[config.mk]
export PLATFORM = sky130hd
export DESIGN_NAME = mul_arbiter
export DESIGN_NICKNAME = d
export VERILOG_FILES = /design/src/rtl/mul_arbiter_pkg.sv /design/src/rtl/mul_arbiter_multiplier_reg.sv /design/src/rtl/mul_arbiter.sv
export SDC_FILE = /design/constraint.sdc
export NUM_CORES = 1
export LEC_CHECK = 0
export CAP_MARGIN = 20
export CORE_MARGIN = 4
export CORE_UTILIZATION = 45
export CTS_CLUSTER_DIAMETER = 80
export CTS_CLUSTER_SIZE = 24
export DETAILED_ROUTE_END_ITERATION = 7
export PLACE_DENSITY = 0.78
export SYNTH_ARGS = -nofsm -noshare
export SYNTH_HDL_FRONTEND = slang
export SYNTH_SLANG_ARGS = --single-unit
[constraint.sdc]
create_clock -name iClk -period 5.46 [get_ports iClk]
set_input_delay 0.546 -clock iClk [delete_from_list [all_inputs] [get_ports iClk]]
set_output_delay 0.546 -clock iClk [all_outputs]
set_load 0.01 [all_outputs]
[src/rtl/mul_arbiter_pkg.sv]
// Shared definitions for the round-robin multiplier arbiter: state encoding and
// default operand/requester sizing.
package mul_arbiter_pkg;

    localparam int DEF_BITWIDTH = 8;
    localparam int DEF_NUM_REQ  = 4;

    typedef enum logic {
        IDLE = 1'b0,
        RESP = 1'b1
    } state_t;

endpackage

[src/rtl/mul_arbiter_multiplier_reg.sv]
// Registered unsigned multiplier shared by all requesters; clear wins over enable,
// otherwise the product holds.
module multiplier_reg #(
    parameter int BITWIDTH = 8
) (
    input  logic                  iClk,
    input  logic                  iRstN,
    input  logic                  iEn,
    input  logic                  iClr,
    input  logic [BITWIDTH-1:0]   iA,
    input  logic [BITWIDTH-1:0]   iB,
    output logic [2*BITWIDTH-1:0] oProd
);

    localparam int PW = 2 * BITWIDTH;

    // product register: full-width unsigned multiply on enable
    always_ff @(posedge iClk or negedge iRstN) begin
        if (!iRstN) begin
            oProd <= '0;
        end else if (iClr) begin
            oProd <= '0;
        end else if (iEn) begin
            oProd <= PW'(iA) * PW'(iB);
        end else begin
            oProd <= oProd;
        end
    end

endmodule

[src/rtl/mul_arbiter.sv]
// Round-robin arbiter in front of one shared registered multiplier; a single
// response slot that can be refilled in the same cycle it drains.
module mul_arbiter
    import mul_arbiter_pkg::*;
#(
    parameter int BITWIDTH = DEF_BITWIDTH,
    parameter int NUM_REQ  = DEF_NUM_REQ,
    localparam int IDW     = $clog2(NUM_REQ)
) (
    input  logic                         iClk,
    input  logic                         iRstN,
    input  logic                         iFlush,
    input  logic [NUM_REQ-1:0]           iReqValid,
    input  logic [NUM_REQ*BITWIDTH-1:0]  iReqData0,
    input  logic [NUM_REQ*BITWIDTH-1:0]  iReqData1,
    output logic [NUM_REQ-1:0]           oReqReady,
    output logic                         oRspValid,
    output logic [IDW-1:0]               oRspId,
    output logic [2*BITWIDTH-1:0]        oRspData,
    input  logic                         iRspReady,
    output logic                         oBusy,
    output logic [15:0]                  oDoneCnt
);

    state_t               state_r;
    state_t               stateNext_s;
    logic [IDW-1:0]       ptr_r;
    logic [IDW-1:0]       grantIdx_s;
    logic [IDW-1:0]       probe_s;
    logic                 anyValid_s;
    logic                 slotFree_s;
    logic                 accept_s;
    logic                 complete_s;
    logic [BITWIDTH-1:0]  opA_s;
    logic [BITWIDTH-1:0]  opB_s;

    // round-robin search: walk offsets high to low so the nearest valid requester wins
    always_comb begin
        grantIdx_s = ptr_r;
        anyValid_s = 1'b0;
        probe_s    = ptr_r;
        for (int i = NUM_REQ - 1; i >= 0; i--) begin
            probe_s = ptr_r + IDW'(i);
            if (iReqValid[probe_s]) begin
                grantIdx_s = probe_s;
                anyValid_s = 1'b1;
            end else begin
                anyValid_s = anyValid_s;
            end
        end
    end

    // grant/accept and operand mux; reset and flush both block any grant
    always_comb begin
        slotFree_s = iRstN && !iFlush && ((state_r == IDLE) || iRspReady);
        accept_s   = slotFree_s && anyValid_s;
        complete_s = (state_r == RESP) && iRspReady && !iFlush;
        opA_s      = iReqData0[grantIdx_s*BITWIDTH +: BITWIDTH];
        opB_s      = iReqData1[grantIdx_s*BITWIDTH +: BITWIDTH];
        if (accept_s) begin
            oReqReady = {{(NUM_REQ-1){1'b0}}, 1'b1} << grantIdx_s;
        end else begin
            oReqReady = '0;
        end
    end

    // next-state: flush first, then a new accept keeps the slot full
    always_comb begin
        stateNext_s = state_r;
        if (iFlush) begin
            stateNext_s = IDLE;
        end else if (accept_s) begin
            stateNext_s = RESP;
        end else if (complete_s) begin
            stateNext_s = IDLE;
        end else begin
            stateNext_s = state_r;
        end
    end

    // state, pointer, response id and completion counter
    always_ff @(posedge iClk or negedge iRstN) begin
        if (!iRstN) begin
            state_r  <= IDLE;
            ptr_r    <= '0;
            oRspId   <= '0;
            oDoneCnt <= 16'd0;
        end else begin
            state_r <= stateNext_s;
            if (accept_s) begin
                ptr_r  <= grantIdx_s + IDW'(1);
                oRspId <= grantIdx_s;
            end else begin
                ptr_r  <= ptr_r;
                oRspId <= oRspId;
            end
            if (complete_s) begin
                oDoneCnt <= oDoneCnt + 16'd1;
            end else begin
                oDoneCnt <= oDoneCnt;
            end
        end
    end

    assign oRspValid = (state_r == RESP);
    assign oBusy     = (state_r == RESP);

    multiplier_reg #(
        .BITWIDTH (BITWIDTH)
    ) uMul (
        .iClk  (iClk),
        .iRstN (iRstN),
        .iEn   (accept_s),
        .iClr  (iFlush),
        .iA    (opA_s),
        .iB    (opB_s),
        .oProd (oRspData)
    );

endmodule
==> flow_summary_export.csv <==
group,metric,value,unit
run_status,status,"completed",
cts,cts_tree,"done",
drt,wl_per_cell,15.8,microns
drt,postRouteAntennaNets,0,
critical_path,cp.arrival,5.58,ns
timing,tns,0,ns
finish,drive_gt1_share,23.6,%
drt,drc,0,
timing,drv_slew,0,
drt,dr.pass1.iters,4,
global_routing,track_usage,20.6,%
global_routing,antenna_found_initial,0,
synth,yosysTopAreaCellShare,21.9,%
synth,seq_area_frac_synth,21.9,%
die,dieArea,11000,sq um
critical_path,endpoint_kind,"register",
synth,synth_cell_types,46,
synth,yosysWarnings,0,
critical_path,startpoint_type,"register",
global_routing,grt_max_degree,40,
timing,period_minus_slack,5.40,ns
placed_design,dp.final_hpwl,9.05,mm
finish,fillers,673,
die,start_util,46.0,%
synth,yosys-top-cells-count,"70 x nor2_1, 55 x inv_1, 41 x ha_1",
synth,ys_top_cells_by_area,"dfrtp_1 22%, fa_1 17%, ha_1 12%",
global_routing,grt_pass1_wl,19.0,mm
worst_hold_path,hp-class,"input pin to asynchronous set/reset pin",
cts,clock_sinks,37,
global_routing,gr-usage-met1,23.7,%
timing,fin_crit_sh,98.9,%
drt,drt_iter0_drc,110,
critical_path,startpoint,"ptr_r[0]$_DFFE_PN0P_",
synth,async_flop_share,100,%
finish,antennaDiodeCount,0,
synth,yosys.area_share.simple,15.9,%
critical_path,required,5.64,ns
timing,maxSlewHeadroom,53.0,%
synth,yosys.area.top_type,"dfrtp_1",
timing,skew,0.00628,ns
synth,ys_ff_latch,37,
timing,fmax,185,MHz
placed_design,place.gp.congestion,0.886,
drt,viasPerCell,5.28,
synth,synth_nets,595,
synth,synthXorXnorAreaFrac,4.97,%
cts,cts_buffers,5,
finish,final_nets,774,
timing,tightestPinTransition,0.702,ns
cts,cts.hold.buffers_added,0,
critical_path,timing.rr.start,"ptr_r[0]$_DFFE_PN0P_",
synth,ys.flop_type,"dfrtp_1",
drt,vias,3895,
synth,synth_compound_area_share,7.10,%
die,row_count,35,
global_routing,grt_pass1_vias,4184,
placed_design,io_buffer_count,111,
synth,yosys.cell_count.top_type,"nor2_1",
global_routing,grt_busiest_layer,"met2",
die,floorplan.die.width,105,microns
cts,clk-insertion-delay-late,0.29,ns
synth,synth_top_family_by_area,"adder cells",
global_routing,use_met2,38.6,%
synth,syn_area_per_cell,9.49,sq um
synth,synth.area.mux_share,14.0,%
cts,htreeDepth,2,
finish,multiInputGateArea,3300,sq um
synth,syn-cell-area,4230,sq um
global_routing,grt_util_met3,3.34,%
die,core,9200,sq um
finish,regArea,927,sq um
synth,synth_edf_count,0,
critical_path,crit_fanout,8,
global_routing,overflow,0,
drt,drt_wl_total,11.7,mm
timing,setup_viol,0,
finish,area_growth,50.6,%
die,ioPinCount,112,
timing,rsz0062_at_grt,"yes",
die,die_y,105,microns
cts,clockRootBuffer,"clkbuf_8",
timing,finalHoldViolCount,0,
run,maxCapViolCount,0,
cts,cts.path.max_buffers,2,
critical_path,crit_type,"register to register",
synth,synthCells,446,
synth,synthAdderAreaFrac,29.2,%
cts,clkSlewWorstSetupHoldPaths,0.07,ns
[repair_timing]
action,CTS,global route
pin swaps,19,33
cloned,2,0
resized for setup,34,46
endpoints found under the setup margin,7,9
buffers inserted,5,11
[area by class of cell]
type,instances,share of cell area (%)
inverter,56,3.53
multi-input combinational,344,51.7
clock inverter,2,0.157
timing repair buffer,181,26.7
tap,111,2.18
clock buffer,6,1.14
sequential,37,14.5
[registers in the layout, indices dropped and copies added (netlist names)]
name,flops
oBusy,1
oDoneCnt,16
uMul.oProd,16
oRspId,2
ptr_r,2
[path summary, 6_finish.rpt]
path                            slack [ns]                    endpoint  cells after the start
worst max-delay path                  0.06  uMul.oProd[13]$_DFFE_PN0P_                     20
worst max register to register        0.06  uMul.oProd[13]$_DFFE_PN0P_                     20
worst min register to register        0.49       oRspId[0]$_DFFE_PN0P_                      2
worst min-delay path                  0.30     oDoneCnt[4]$_DFFE_PN0P_                      2
max in group asynchronous             4.80        ptr_r[0]$_DFFE_PN0P_                      2
min in group iClk                     0.49       oRspId[0]$_DFFE_PN0P_                      2
[worst max-delay path: stages, from the launching register on]
cell and delay (ns):
dfrtp_2 0.43, nor2b_4 0.05, a21o_1 0.19, a221oi_4 0.33
buf_12 0.17, buf_4 0.11, mux2_4 0.34, or2_1 0.24
fa_1 0.51, fa_1 0.54, inv_2 0.05, fa_1 0.49
inv_2 0.04, fa_1 0.56, inv_2 0.06, ha_4 0.29
inv_4 0.04, o21ai_4 0.19, a31oi_4 0.11, and4b_1 0.22
a311o_1 0.31
[per-layer routing]
layer | share of wire [%] | wire, microns | vias to the layer above
met5 | 0 | 0 | -
met1 | 39 | 4510 | 1898
met3 | 5.4 | 629 | 23
met2 | 54 | 6280 | 134
met4 | 2.0 | 236 | 0
li1 | - | - | 1840
[kinds of logic (layout without fill, tap and decap cells)]
family | Yosys count | count (layout)
flops | 37 | 37
buf+inv | 65 | 245
compound gates | 44 | 44
fa+ha+maj | 77 | 77
xor+xnor | 24 | 24
mux | 53 | 53
simple gates | 146 | 146
[cell usage in the layout (no fill, tap or decap), types with 2 or more instances in the layout]
cell type	Yosys	layout
clkdlybuf4s50_1	0	106
buf_4	1	62
nor2_1	70	60
inv_1	55	48
mux2i_1	37	37
dfrtp_1	37	36
ha_1	41	35
fa_1	36	34
nand2_1	21	18
nand3_1	15	15
xnor2_1	15	15
mux2_4	11	14
or2_1	13	12
xor2_1	9	9
o21ai_0	13	7
a21oi_1	12	7
inv_2	0	6
ha_4	0	6
nor2_2	0	5
a21oi_2	0	5
nor2_4	0	5
clkbuf_8	0	5
a21o_1	4	4
and2_1	4	4
and3_1	4	4
o21ai_1	0	4
buf_6	1	4
buf_12	1	4
nand2_2	0	3
nand4_1	3	3
o21bai_1	3	3
nand2b_4	0	2
nand2b_1	4	2
nor3_1	3	2
o21ai_4	0	2
nor4_1	3	2
fa_2	0	2
clkinv_2	0	2
clkbuf_2	0	2
[through the flow]
step	std cells	utilization, %	area, sq um	hold slack [ns]	setup slack [ns]
global placement	713	63.8	5870	0.460	-0.410
CTS	728	67.2	6180	0.311	0.00134
global route	737	69.3	6370	0.333	-0.121
finish	737	69.3	6370	0.297	0.0593
detailed placement	713	63.8	5870	0.477	-0.677
floorplan	446	-	4260	0.250	0.0206
Power is not shown: default switching activity piles up to over one toggle a cycle in this logic, so the estimate is an artifact.
